<file path="src/rtl/guard_patrol_ctrl.sv">
// guard_patrol_ctrl
//
// Multi-guard movement controller. One shared step timer produces a one-cycle
// tick every TICK_CYCLES enabled cycles. Each guard runs its own small FSM:
// it walks a square patrol (up, right, down, left), optionally idles for
// HOLD_TICKS steps after each move, and switches into a timed CHASE mode
// whenever its alert input is high on a tick.
//
// Ports
//   Clk             in   system clock
//   Reset           in   asynchronous, active-high reset
//   enable          in   1 = timer runs and guards move, 0 = freeze
//   alert           in   [N_GUARDS]   per-guard "player detected" level
//   chase_dir       in   [2*N_GUARDS] per-guard direction toward the player
//   tick            out  one-cycle step strobe
//   direction_guard out  [3*N_GUARDS] per-guard direction
//                        000 left, 001 right, 010 down, 011 up, 100 none
//   mode            out  [N_GUARDS]   1 = guard is chasing
module guard_patrol_ctrl #(
  parameter int N_GUARDS      = 4,
  parameter int TICK_CYCLES   = 100000051,
  parameter int HOLD_TICKS    = 1,
  parameter int CHASE_TIMEOUT = 8
) (
  input  logic                  Clk,
  input  logic                  Reset,
  input  logic                  enable,
  input  logic [N_GUARDS-1:0]   alert,
  input  logic [2*N_GUARDS-1:0] chase_dir,
  output logic                  tick,
  output logic [3*N_GUARDS-1:0] direction_guard,
  output logic [N_GUARDS-1:0]   mode
);

  localparam int                CNT_W      = $clog2(TICK_CYCLES);
  localparam logic [CNT_W-1:0]  CNT_MAX    = CNT_W'(TICK_CYCLES - 1);
  // HOLD is never entered when HOLD_TICKS is 0, so the value used then is moot.
  localparam logic [3:0]        HOLD_LAST  = (HOLD_TICKS == 0) ? 4'd0 : 4'(HOLD_TICKS - 1);
  localparam logic [7:0]        CHASE_LOAD = 8'(CHASE_TIMEOUT);
  localparam logic [2:0]        DIR_NONE   = 3'b100;

  typedef enum logic [1:0] {
    ST_MOVE  = 2'd0,
    ST_HOLD  = 2'd1,
    ST_CHASE = 2'd2
  } guard_state_t;

  // Patrol index to motion encoding: 0 up, 1 right, 2 down, 3 left.
  function automatic logic [2:0] patrol_enc(input logic [1:0] pidx);
    logic [2:0] enc;
    case (pidx)
      2'd0:    enc = 3'b011;
      2'd1:    enc = 3'b001;
      2'd2:    enc = 3'b010;
      default: enc = 3'b000;
    endcase
    return enc;
  endfunction

  // ---------------------------------------------------------------------------
  // Shared step timer
  // ---------------------------------------------------------------------------
  logic [CNT_W-1:0] cnt_q;
  logic [CNT_W-1:0] cnt_d;

  always_comb begin
    cnt_d = cnt_q;
    if (enable) begin
      cnt_d = (cnt_q == CNT_MAX) ? '0 : cnt_q + 1'b1;
    end
  end

  always_ff @(posedge Clk or posedge Reset) begin
    if (Reset) begin
      cnt_q <= '0;
    end else begin
      cnt_q <= cnt_d;
    end
  end

  assign tick = enable && (cnt_q == CNT_MAX);

  // ---------------------------------------------------------------------------
  // Per-guard FSMs
  // ---------------------------------------------------------------------------
  genvar gi;
  generate
    for (gi = 0; gi < N_GUARDS; gi++) begin : g_guard
      localparam logic [1:0] PIDX_RST = 2'((1 + gi) % 4);

      guard_state_t state_q, state_d;
      logic [1:0]   pidx_q,  pidx_d;
      logic [3:0]   hcnt_q,  hcnt_d;
      logic [7:0]   ccnt_q,  ccnt_d;
      logic [2:0]   dir_q,   dir_d;
      logic [1:0]   pidx_inc;
      logic [2:0]   chase_enc;

      assign pidx_inc  = pidx_q + 2'd1;
      assign chase_enc = {1'b0, chase_dir[2*gi +: 2]};

      // dir_d is the value the guard shows for the coming step, so the
      // direction register is loaded alongside the state on every tick.
      always_comb begin
        state_d = state_q;
        pidx_d  = pidx_q;
        hcnt_d  = hcnt_q;
        ccnt_d  = ccnt_q;
        dir_d   = dir_q;
        if (tick) begin
          if (alert[gi]) begin
            // Alert wins over any patrol transition on this tick.
            state_d = ST_CHASE;
            ccnt_d  = CHASE_LOAD;
            dir_d   = chase_enc;
          end else begin
            case (state_q)
              ST_MOVE: begin
                if (HOLD_TICKS == 0) begin
                  pidx_d = pidx_inc;
                  dir_d  = patrol_enc(pidx_inc);
                end else begin
                  state_d = ST_HOLD;
                  hcnt_d  = 4'd0;
                  dir_d   = DIR_NONE;
                end
              end
              ST_HOLD: begin
                if (hcnt_q == HOLD_LAST) begin
                  state_d = ST_MOVE;
                  pidx_d  = pidx_inc;
                  dir_d   = patrol_enc(pidx_inc);
                end else begin
                  hcnt_d = hcnt_q + 4'd1;
                end
              end
              ST_CHASE: begin
                if (ccnt_q == 8'd0) begin
                  // Timeout expired: resume the move that was current when
                  // the chase started (pidx was never advanced).
                  state_d = ST_MOVE;
                  hcnt_d  = 4'd0;
                  dir_d   = patrol_enc(pidx_q);
                end else begin
                  ccnt_d = ccnt_q - 8'd1;
                  dir_d  = chase_enc;
                end
              end
              default: begin
                state_d = ST_MOVE;
                hcnt_d  = 4'd0;
                dir_d   = patrol_enc(pidx_q);
              end
            endcase
          end
        end
      end

      always_ff @(posedge Clk or posedge Reset) begin
        if (Reset) begin
          state_q <= ST_MOVE;
          pidx_q  <= PIDX_RST;
          hcnt_q  <= 4'd0;
          ccnt_q  <= 8'd0;
          dir_q   <= patrol_enc(PIDX_RST);
        end else begin
          state_q <= state_d;
          pidx_q  <= pidx_d;
          hcnt_q  <= hcnt_d;
          ccnt_q  <= ccnt_d;
          dir_q   <= dir_d;
        end
      end

      assign mode[gi]                 = (state_q == ST_CHASE);
      assign direction_guard[3*gi +: 3] = enable ? dir_q : DIR_NONE;
    end
  endgenerate

endmodule
</file>
<file path="config.mk">
export PLATFORM = sky130hd
export DESIGN_NAME = guard_patrol_ctrl
export DESIGN_NICKNAME = d
export VERILOG_FILES = /design/src/rtl/guard_patrol_ctrl.sv
export SDC_FILE = /design/constraint.sdc
export NUM_CORES = 1
export LEC_CHECK = 0
export CAP_MARGIN = 5
export CORE_ASPECT_RATIO = 0.9
export CORE_MARGIN = 3
export CORE_UTILIZATION = 50
export CTS_CLUSTER_DIAMETER = 30
export DETAILED_ROUTE_END_ITERATION = 8
export GPL_ROUTABILITY_DRIVEN = 0
export PLACE_DENSITY = 0.66
export SLEW_MARGIN = 20
export SYNTH_ARGS = -nofsm -noshare
export SYNTH_HDL_FRONTEND = slang
export SYNTH_SLANG_ARGS = --single-unit
</file>
<file path="constraint.sdc">
create_clock -name Clk -period 3.3 [get_ports Clk]
set_input_delay 0.33 -clock Clk [delete_from_list [all_inputs] [get_ports Clk]]
set_output_delay 0.33 -clock Clk [all_outputs]
set_load 0.01 [all_outputs]
</file>
==> qor.yml <==
final_layout:
  drive_gt1_share_pct: 8.14
  fillers: 1069
  synthToLayoutAreaGrowth_pct: 12.5
  final_area_um2: 7140
  final_nets: 773
  diodes: 0
  utilization_pct: 58.4
global_routing:
  grt_pass1_wl_um: 25400
  first_global_vias: 5113
  grt_max_degree: 63
  grtUsageTotal_pct: 21.8
  grt-ovfl-total: 0
  antenna_found_initial: 0
route:
  dr.pass1.iters: 5
  wl_per_cell_um: 16.7
  vias: 5380
  postRouteAntennaNets: 0
  viasPerCell: 6.08
  drc: 0
  drtIter0Drc: 346
  wirelength_um: 14800
timing:
  fin_skew_ns: 0.00997
  post-route-period-util_pct: 84.3
  worst_slew_pin_slew_ns: 0.936
  rsz0062_at_grt: "no"
  fin_crit_ns: 2.78
  max_freq_mhz: 360
  hold_viol: 0
  tns_ns: 0
  slew_headroom_pct: 37.4
  drv_slew: 0
  setup_viol: 0
worst_setup_path:
  crit_arrival_ns: 2.45
  r2r_start: "g_guard[3].ccnt_q[0]$_DFFE_PP0P_"
  critical_path_class: "reg -> out"
  cp_max_fo: 7
  cp-end-kind: "output port"
  crit_required_ns: 2.97
  worstSetupStartpointType: "flip-flop"
  startpoint: "cnt_q[0]$_DFFE_PP0P_"
clock_tree:
  clkSinkCount: 103
  cts_buffers: 9
  cts_resized: 0
  hold_buffers: 0
  root_buffer: "clkbuf_16"
  path_clk_slew_ns: 0.07
  cts_buffer_depth: 2
  cts_htree_levels: 3
  cts_tree: "built"
  cts.repair_timing.setup_buffer_count: 0
  clk_latency_ns: 0.36
flow_run:
  maxCapViolations: 0
floorplanning:
  start_util_pct: 52.0
  ios: 32
  die-area_um2: 14100
  dieHeight_um: 113
  fp.coreArea_um2: 12200
  row_count: 38
  die_x_um: 125
power_and_ir_drop:
  clockPowerShare_pct: 39.2
  p_sw_share_pct: 24.9
  p_int_mw: 1.95
  seqPwrFrac_pct: 52.6
  power_frac_comb_pct: 8.1
  power_density_nw_per_um2: 363
  p_leak_nw: 3.08
  ir_worst_vdd_uv: 245
  finalPower_mw: 2.59
  net-switching-power_mw: 0.645
logic_synthesis:
  synth.most_common_cell: "dfrtp_1"
  synth_cells: 693
  netlist_top_cells_count: "dfrtp_1, nand2_1, nor2_1"
  async_flop_share_pct: 100
  yosysSeqAreaShare_pct: 40.8
  synth_area_per_cell_um2: 9.16
  yosysTopAreaCell: "dfrtp_1"
  netlist_area_um2: 6350
  synth.top_cell.area_share_pct: 37.4
  synth_cell_types: 67
  synthTopCellsByArea: "dfrtp_1, ha_1, o21ai_0"
  synth_edf_count: 0
  ys.warnings.count: 0
  synth_flop_cell: "dfrtp_1"
  syn_nets: 746
  ys_ff_latch: 103
place:
  dpl.hpwl_um: 10300
  numPortBuffers: 31
  place_area_um2: 6860
worst_hold_path:
  hold_path.class: "in -> async"
status:
  status: "complete, no violations"
flip-flops by register name, summed over array words and instances, names as in the netlist:
name,count
cnt_q,27
g_guard.ccnt_q,32
g_guard.dir_q,12
g_guard.hcnt_q,16
g_guard.pidx_q,8
g_guard.state_q,8
placed cells by master, fill, tap and decap left out, types with 10 or more instances in the layout:
master | Yosys | routed
buf_4 | 0 | 12
nor3_1 | 33 | 33
a21oi_1 | 13 | 13
and2_1 | 11 | 11
nor2b_1 | 10 | 10
nand3_1 | 32 | 31
nor3b_1 | 10 | 10
inv_1 | 36 | 35
clkdlybuf4s50_1 | 0 | 31
nand4_1 | 12 | 12
nand2_1 | 54 | 54
ha_1 | 38 | 38
nand2b_1 | 13 | 13
nor2_1 | 51 | 51
mux2_2 | 13 | 13
or4_1 | 12 | 12
dfrtp_1 | 95 | 95
xnor2_1 | 17 | 17
o21ai_0 | 45 | 45
nor4_1 | 25 | 25
cell families (layout without fill, tap and decap cells):
logic type | count (synthesis) | after routing | synth area share (%)
compound gates | 134 | 134 | 14.0
simple gates | 311 | 311 | 27.1
mux | 19 | 19 | 3.27
fa+ha+maj | 38 | 38 | 7.49
buf+inv | 64 | 96 | 4.04
xor+xnor | 24 | 24 | 3.31
flops | 103 | 103 | 40.8
through the flow:
step / setup WS (ns) / cells / hold slack (ns)
floorplan: 0.279 / 693 / 0.455
global placement: 0.643 / 869 / 0.482
detailed placement: 0.556 / 869 / 0.487
CTS: 0.505 / 885 / 0.392
global route: 0.276 / 885 / 0.431
finish: 0.519 / 885 / 0.381
layout make-up:
cell class              count  area, um2  area share (%)
clock buffers              13        260            3.65
clock inverters             3       17.5           0.245
repair buffers             44        420            5.89
multi-input cells         526       3520            49.2
inverters                  36        138            1.93
flip-flops and latches    103       2590            36.2
well taps                 160        200            2.80
routing by layer:
| layer | vias to the layer above | share of wire, % | GRT usage, % |
|---|---|---|---|
| met5 | - | 0 | 0 |
| met4 | 0 | 0.67 | 4.53 |
| met3 | 9 | 4.2 | 4.96 |
| met2 | 132 | 45 | 33.5 |
| met1 | 2629 | 50 | 31.8 |
| li1 | 2610 | - | - |
worst max-delay path: stages (launching register included):
cell             delay (ns)
dfrtp_1                0.41
inv_1                  0.09
ha_1                   0.14
nand4bb_1              0.17
nor4_1                 0.31
nand4_1                0.13
buf_4                  0.21
inv_1                  0.09
clkdlybuf4s50_1        0.54
power groups by stage:
stage	Combinational, mW	Sequential [mW]	Clock (mW)
after floorplan	0.140	1.37	0
after global placement	0.205	1.38	0
final	0.211	1.36	1.02
after CTS	0.214	1.36	1.05
after detailed placement	0.213	1.38	0
after global routing	0.238	1.37	1.10
worst paths after layout:
check	slack, ns	to	cells past startpoint
min reg2reg	0.50	g_guard[0].dir_q[2]$_DFFE_PP0P_	2
min in group Clk	0.50	g_guard[0].dir_q[2]$_DFFE_PP0P_	2
max in group asynchronous	2.15	g_guard[3].dir_q[0]$_DFFE_PP1P_	3
max	0.52	tick	8
min	0.38	g_guard[0].dir_q[1]$_DFFE_PP0P_	2
max reg2reg	0.56	g_guard[3].hcnt_q[1]$_DFFE_PP0P_	7
(Power assumes the default switching activity.)
